File: src/rtl/spi_pkg.sv
// spi_pkg: shared definitions for the SPI slave.
//   spi_state_e    - FSM state encoding (IDLE=0, ACTIVE=1, WAIT_CS=2)
//   DATA_W_DEFAULT - default frame width in bits
`timescale 1ns/1ps
package spi_pkg;

  localparam int DATA_W_DEFAULT = 8;

  typedef enum logic [1:0] {
    IDLE    = 2'd0,
    ACTIVE  = 2'd1,
    WAIT_CS = 2'd2
  } spi_state_e;

endpackage

File: src/rtl/spi_sync.sv
// spi_sync: SYNC_STAGES-deep flip-flop synchronizer for one asynchronous bit.
// The chain presets high on reset, matching the idle level of cs.
//   clk   - system clock
//   reset - synchronous active-high reset (presets chain to 1)
//   d_i   - asynchronous input
//   q_o   - synchronized output
`timescale 1ns/1ps
module spi_sync #(
  parameter int SYNC_STAGES = 2
) (
  input  logic clk,
  input  logic reset,
  input  logic d_i,
  output logic q_o
);

  logic [SYNC_STAGES-1:0] sync_q;

  always_ff @(posedge clk) begin
    if (reset) sync_q <= '1;
    else       sync_q <= {sync_q[SYNC_STAGES-2:0], d_i};
  end

  assign q_o = sync_q[SYNC_STAGES-1];

endmodule

File: src/rtl/spi_slave.sv
// spi_slave: oversampled SPI slave, all modes (CPOL/CPHA), MSB first.
// spi_clk, cs and mosi are synchronized into clk; edges are found by
// comparing the last two synchronized samples.
// Ports:
//   clk, reset          - system clock, synchronous active-high reset
//   polarity, phase     - CPOL/CPHA, latched at frame start
//   spi_clk, cs, mosi   - master signals (cs active low)
//   miso, miso_oe       - slave data out and its output enable
//   tx_data, tx_load    - write port for the transmit buffer
//   rx_data, rx_valid   - received frame and 1-cycle strobe
//   state, count        - FSM state and bits received in the current frame
// Optional build macro SPI_SLAVE_OVERRUN_EN adds:
//   rx_ack              - clears the pending-frame flag
//   rx_overrun          - sticky: a frame completed while one was pending
`timescale 1ns/1ps
module spi_slave
  import spi_pkg::*;
#(
  parameter int DATA_W      = DATA_W_DEFAULT,
  parameter int SYNC_STAGES = 2
) (
  input  logic              clk,
  input  logic              reset,
  input  logic              polarity,
  input  logic              phase,
  input  logic              spi_clk,
  input  logic              cs,
  input  logic              mosi,
  output logic              miso,
  output logic              miso_oe,
  input  logic [DATA_W-1:0] tx_data,
  input  logic              tx_load,
  output logic [DATA_W-1:0] rx_data,
  output logic              rx_valid,
  output logic [1:0]        state,
  output logic [3:0]        count
`ifdef SPI_SLAVE_OVERRUN_EN
  ,
  input  logic              rx_ack,
  output logic              rx_overrun
`endif
);

  localparam logic [3:0] COUNT_FULL = 4'(DATA_W);
  // After reset the synchronizers read high regardless of the real cs, so
  // WAIT_CS ignores cs until the chains have refilled from the pins.
  localparam int               FLUSH_W = $clog2(SYNC_STAGES + 2);
  localparam logic [FLUSH_W-1:0] FLUSH_N = FLUSH_W'(SYNC_STAGES + 1);

  logic sclk_s, cs_s, mosi_s;
  logic sclk_prev_q, cs_prev_q;

  spi_sync #(.SYNC_STAGES(SYNC_STAGES)) u_sync_sclk (
    .clk(clk), .reset(reset), .d_i(spi_clk), .q_o(sclk_s));
  spi_sync #(.SYNC_STAGES(SYNC_STAGES)) u_sync_cs (
    .clk(clk), .reset(reset), .d_i(cs), .q_o(cs_s));
  spi_sync #(.SYNC_STAGES(SYNC_STAGES)) u_sync_mosi (
    .clk(clk), .reset(reset), .d_i(mosi), .q_o(mosi_s));

  always_ff @(posedge clk) begin
    if (reset) begin
      sclk_prev_q <= 1'b1;
      cs_prev_q   <= 1'b1;
    end else begin
      sclk_prev_q <= sclk_s;
      cs_prev_q   <= cs_s;
    end
  end

  spi_state_e         state_q;
  logic [3:0]         count_q;
  logic [DATA_W-1:0]  rx_shift_q, rx_data_q, tx_buf_q, tx_shift_q;
  logic               rx_valid_q, miso_q, cpol_q, cpha_q;
  logic [FLUSH_W-1:0] flush_q;

  logic sclk_rise, sclk_fall, cs_fall, cs_rise;
  logic lead_edge, trail_edge, sample_edge, shift_edge;
  logic [DATA_W-1:0] buf_next;

  assign sclk_rise   = sclk_s & ~sclk_prev_q;
  assign sclk_fall   = ~sclk_s & sclk_prev_q;
  assign cs_fall     = ~cs_s & cs_prev_q;
  assign cs_rise     = cs_s & ~cs_prev_q;
  assign lead_edge   = cpol_q ? sclk_fall : sclk_rise;
  assign trail_edge  = cpol_q ? sclk_rise : sclk_fall;
  assign sample_edge = cpha_q ? trail_edge : lead_edge;
  assign shift_edge  = cpha_q ? lead_edge : trail_edge;
  // A load coinciding with a frame-boundary reload goes straight to the shifter.
  assign buf_next    = tx_load ? tx_data : tx_buf_q;

  always_ff @(posedge clk) begin
    if (reset)        tx_buf_q <= '0;
    else if (tx_load) tx_buf_q <= tx_data;
  end

  // tx_shift_q holds the bits not yet driven onto miso; miso_q is the bit
  // currently driven. Each shift edge moves the next bit from one to the other.
  always_ff @(posedge clk) begin
    if (reset) begin
      state_q    <= WAIT_CS;
      count_q    <= '0;
      rx_data_q  <= '0;
      rx_valid_q <= 1'b0;
      tx_shift_q <= '0;
      miso_q     <= 1'b0;
      cpol_q     <= 1'b0;
      cpha_q     <= 1'b0;
      flush_q    <= '0;
    end else begin
      rx_valid_q <= 1'b0;
      case (state_q)
        WAIT_CS: begin
          if (flush_q != FLUSH_N) flush_q <= flush_q + 1'b1;
          else if (cs_s)          state_q <= IDLE;
        end
        IDLE: begin
          miso_q <= 1'b0;
          if (cs_fall) begin
            cpol_q  <= polarity;
            cpha_q  <= phase;
            count_q <= '0;
            state_q <= ACTIVE;
            if (phase) begin
              tx_shift_q <= tx_buf_q;
            end else begin
              // CPHA=0: first bit must already be on miso before the first edge.
              miso_q     <= tx_buf_q[DATA_W-1];
              tx_shift_q <= tx_buf_q << 1;
            end
          end
        end
        ACTIVE: begin
          if (count_q == COUNT_FULL) begin
            rx_data_q  <= rx_shift_q;
            rx_valid_q <= 1'b1;
            count_q    <= '0;
            tx_shift_q <= buf_next;
          end else begin
            if (sample_edge) begin
              rx_shift_q <= {rx_shift_q[DATA_W-2:0], mosi_s};
              count_q    <= count_q + 1'b1;
            end
            if (shift_edge) begin
              miso_q     <= tx_shift_q[DATA_W-1];
              tx_shift_q <= tx_shift_q << 1;
            end
          end
          if (cs_rise) begin
            state_q <= IDLE;
            count_q <= '0;
            miso_q  <= 1'b0;
          end
        end
        default: state_q <= WAIT_CS;
      endcase
    end
  end

  assign miso     = miso_q & ~cs_s;
  assign miso_oe  = ~cs_s;
  assign rx_data  = rx_data_q;
  assign rx_valid = rx_valid_q;
  assign state    = state_q;
  assign count    = count_q;

`ifdef SPI_SLAVE_OVERRUN_EN
  logic pending_q, overrun_q;

  always_ff @(posedge clk) begin
    if (reset) begin
      pending_q <= 1'b0;
      overrun_q <= 1'b0;
    end else begin
      if (rx_valid_q) begin
        pending_q <= 1'b1;
        if (pending_q && !rx_ack) overrun_q <= 1'b1;
      end else if (rx_ack) begin
        pending_q <= 1'b0;
      end
    end
  end

  assign rx_overrun = overrun_q;
`endif

endmodule
File: config.mk
export PLATFORM = sky130hd
export DESIGN_NAME = spi_slave
export DESIGN_NICKNAME = d
export VERILOG_FILES = /design/src/rtl/spi_pkg.sv /design/src/rtl/spi_sync.sv /design/src/rtl/spi_slave.sv
export SDC_FILE = /design/constraint.sdc
export NUM_CORES = 1
export LEC_CHECK = 0
export BUFFER_PORTS_ARGS = -buffer_cell sky130_fd_sc_hd__buf_2
export CORE_MARGIN = 2
export CORE_UTILIZATION = 55
export CTS_BUF_LIST = sky130_fd_sc_hd__clkbuf_8 sky130_fd_sc_hd__clkbuf_16
export DETAILED_ROUTE_END_ITERATION = 10
export GPL_ROUTABILITY_DRIVEN = 0
export PLACE_DENSITY = 0.82
export REMOVE_ABC_BUFFERS = 1
export SYNTH_ARGS = -nofsm -noshare
export SYNTH_HDL_FRONTEND = slang
export SYNTH_SLANG_ARGS = --single-unit
export TNS_END_PERCENT = 20
File: constraint.sdc
create_clock -name clk -period 2.1 [get_ports clk]
set_input_delay 0.315 -clock clk [delete_from_list [all_inputs] [get_ports clk]]
set_output_delay 0.315 -clock clk [all_outputs]
set_load 0.02 [all_outputs]
==> results.md <==
Run status:
- The run finished with clean final reports.

CTS:
- For this design, the sink count on the clock tree is 52.
- For this design, the CTS-stage hold fixing added 0 buffers.
- The maximum number of buffers from clock root to sink is 2.
- TritonCTS built the clock tree.
- The number of buffers added by the clock tree synthesis step is 5.
- In this run the post-CTS setup repair buffer count came out at 0.
- The root buffer cell is clkbuf_8.
- In this run, post-CTS repair resized a total of 0 instances.
- The H-tree generated during clock tree synthesis spans 2 levels.
- At the later pin of the worst-skew pair, clock insertion delay measures around 0.30 ns.
- Clock-pin slew was measured on the worst setup and hold paths at roughly 0.090 ns.

STA:
- The clock period could shrink to between 1.5 and 2 ns.
- Static timing analysis puts the maximum clock frequency at between 500 and 600 MHz.
- The worst max-slew margin expressed relative to the limit is 65.8%.
- The max-slew violation count is 0.
- Setup slack closes at approximately 0.35 ns.
- Between clock sinks in the finished design, the worst skew comes to 0.00325 ns.
- The final-report setup violation count is 0.
- The final critical-path share of the clock period is 83.3%.
- The post-route worst hold slack is 0.188 ns.
- The final number of hold-violating endpoints is 0.
- At the pin with the least slew margin, the transition time is ~0.5 ns.
- Setup repair after global routing left no endpoint under its margin.
- The total negative setup slack is 0 ns.

Synth:
- After synthesis, the most frequently instantiated cells are 44 x dfxtp_1, 37 x nand2_1, 24 x mux2i_1.
- The synthesized design devotes to its leading area cell type between 30% and 40% of total area.
- For this run, asynchronously set or reset flops after synthesis account for 0%.
- The cell count after synthesis is 227.
- Summed over all instances, the cell type with the most area after synthesis is dfxtp_1.
- Dividing the synthesized area by the synthesized cell count gives ~10 µm².
- The area of the mapped netlist is approximately 2200 µm².
- For this run, the number of Yosys warnings is 0.
- The post-synthesis sequential element count is 52.
- Sorting the synthesized cells by area gives the leading types as dfxtp_1 39%, mux2i_1 11%, edfxtp_1 11%, nand2_1 6.2%, a32o_1 3.1%.
- The top flip-flop cell by instance count after synthesis is dfxtp_1.
- The synthesized design contains 8 enable-type register cells.
- The most numerous cell in the Yosys netlist is dfxtp_1.
- The sequential element share of the synthesized area is between 40% and 50%.
- Synthesis instantiated 40 different standard cells from the library.

Placed design:
- The number of buffers inserted by port buffering is 32.
- The placed wire-length estimate is 2930 µm.
- Before CTS, the worst setup slack after placement is between 0.3 and 0.4 ns.

Setup path:
- At the worst endpoint, the arrival time is about 1.8 ns.
- The register-to-register path setup slack is about 0.35 ns.
- The number of cell instances on the worst register-to-register path is 4.
- The end point of the critical path is rx_shift_q[0]$_DFFE_PP_.
- In this design, the stage delay of the slowest critical-path cell is approximately 0.48 ns.
- The startpoint identified for the worst register-to-register timing path is state[0]$_SDFFE_PP0P_.
- The number of buffers and inverters on the critical path is 1.
- The critical path launch point is state[0]$_SDFFE_PP0P_.
- Among all stages on the critical path, the largest delay is contributed by dfxtp_1.
- In this run the critical register-to-register path is captured at rx_shift_q[0]$_DFFE_PP_.
- Broken down by cell family, the worst path's largest delay share belongs to simple AND/OR/NAND/NOR gates.
- For the worst setup path, the data required time is around 2.1 ns.
- The largest fanout on the critical path is 14.
- STA classifies the critical path startpoint as a register.
- The critical path goes through and2b_1 > nand3_1 > nor2_1 > buf_4.
- The logic depth of the worst setup path including buffers is 4.
- The worst setup path is captured at a register.
- The worst setup path is of the register to register kind.

Route:
- The number of iterations in the first detailed-routing pass is 4.
- The mean routed wirelength per cell is ~13 µm.
- For this block, the initial DRC count from the detailed router was 71.
- The routed layout has roughly 1,700 vias.
- In the routed design, unresolved DRC markers number 0.
- The detailed-route wire length is between 4000 and 5000 µm.
- Using the TritonRoute via totals, the vias-per-cell ratio works out to 5.56.
- The post-route antenna net violation count is 0.

GRT:
- The number of antenna violations at the first check in global routing is 0.
- Entering global routing, the biggest net connects 27 pins.
- Summed over all layers, the global routing overflow is 0.
- The global-route usage over all layers is around a fifth.
- The via count of the first global-routing pass is 1,518.
- The first global-routing pass estimated between 6000 and 7000 µm of wire.

Finish:
- The count of inserted antenna diode cells is 0.
- The area overhead of the layout relative to synthesis is 14.1%.
- At the end of the flow, the number of nets in the layout was 278.
- The layout cell share with drive strength beyond 1 is roughly 22%.
- After filler insertion, the fill cell instance count of the layout stands at between 300 and 400.

Pwr:
- Power spread over the standard cell area amounts to about 760 nW/µm².
- The total power after layout is about 1900 µW.
- The largest voltage drop on the vdd net is 0.508 mV.
- The proportion of power drawn by flip-flops and latches is 55.3%.
- The net switching component of the power is 453 µW.
- The combinational power share is between 9 and 10%.
- The switching share of total power is a little under a quarter.
- The internal power is around 1500 µW.
- In this run, the clock network consumes ~36% of the power.
- The static leakage power is 0.00107 µW.

Floorplan:
- The x dimension of the die is between 60 and 70 µm.
- The total number of placement rows is 23.
- During I/O placement, the number of pins put on the boundary was 33.
- In this run the standard cell core region covers approximately 4000 µm².
- The y dimension of the die is just under 70 µm.
- The die covers about 4600 µm².
- The initial utilization of the core area, before any placement, comes to a little under three fifths.

Min path:
- The worst hold path begins at mosi.
- The path type of the worst min-delay path is input port to register.

Flow run:
- Across the run, the number of max-cap violations was 0.
-- cell type report --
type                    instances  area, µm²  area share [%]
flip-flops and latches         52       1120            43.7
inverters                       6       22.5           0.878
well taps                      50       62.6            2.44
clock inverters                 3       46.3            1.80
multi-input cells             159       1060            41.4
repair buffers                 35        183            7.12
clock buffers                   5       68.8            2.68
-- cell families (layout without fill, tap and decap cells) --
group | after synthesis | after routing | synth area share, %
compound gates | 43 | 43 | 14.8
xor+xnor | 3 | 3 | 1.50
fa+ha+maj | 3 | 3 | 1.67
buf+inv | 16 | 49 | 2.90
flops | 52 | 52 | 49.9
mux | 24 | 24 | 10.7
simple gates | 86 | 86 | 18.6
-- worst min path at each step --
stage / to / slack [ns] / cells past startpoint
6_report: u_sync_mosi.sync_q[0]$_SDFF_PP1_ / 0.19 / 2
5_1_grt: u_sync_sclk.sync_q[0]$_SDFF_PP1_ / 0.18 / 2
4_1_cts: u_sync_mosi.sync_q[0]$_SDFF_PP1_ / 0.18 / 2
3_5_place_dp: u_sync_cs.sync_q[1]$_SDFF_PP1_ / 0.39 / 1
3_3_place_gp: u_sync_cs.sync_q[1]$_SDFF_PP1_ / 0.39 / 1
2_1_floorplan: rx_data[0]$_SDFFE_PP0P_ / 0.38 / 1
-- layout by cell type, fill, tap and decap left out, types with 5 or more instances in the layout --
| cell | instances |
|---|---|
| o211ai_1 | 7 |
| buf_2 | 32 |
| a32o_1 | 7 |
| edfxtp_1 | 8 |
| nand2_1 | 37 |
| nor2_1 | 17 |
| clkbuf_8 | 5 |
| a31oi_1 | 6 |
| a21oi_1 | 10 |
| mux2i_1 | 24 |
| or2_2 | 7 |
| dfxtp_1 | 44 |
| nand2b_1 | 5 |
-- flip-flops by register name, indices dropped and copies added, names as in the netlist, 4 cells and up --
name and count:
rx_shift_q 8, tx_shift_q 8, rx_data 8, tx_buf_q 8, count 4
-- through the flow --
| stage | instance area, µm² | utilization (%) | cells |
|---|---|---|---|
| floorplan | 2200 | - | 217 |
| global placement | 2450 | 61.7 | 302 |
| detailed placement | 2450 | 61.7 | 302 |
| CTS | 2560 | 64.6 | 310 |
| global route | 2560 | 64.6 | 310 |
| finish | 2560 | 64.6 | 310 |
-- layer usage --
layer  GRT usage, %  part of all wire (%)  vias up
li1               -                     -      874
met1           25.1                    46      793
met2           32.3                    48       50
met3           4.93                   5.1        7
met4           8.00                   1.4        0
met5              0                     0        -
-- power by group through the flow --
stage	Combinational (µW)	Clock (µW)	Sequential, µW
floorplan	118	0	1100
detailed placement	178	0	1100
global route	202	747	1080
CTS	179	711	1070
finish	176	693	1070
global placement	174	0	1100
Note: power is estimated with default switching activity, not from simulation.
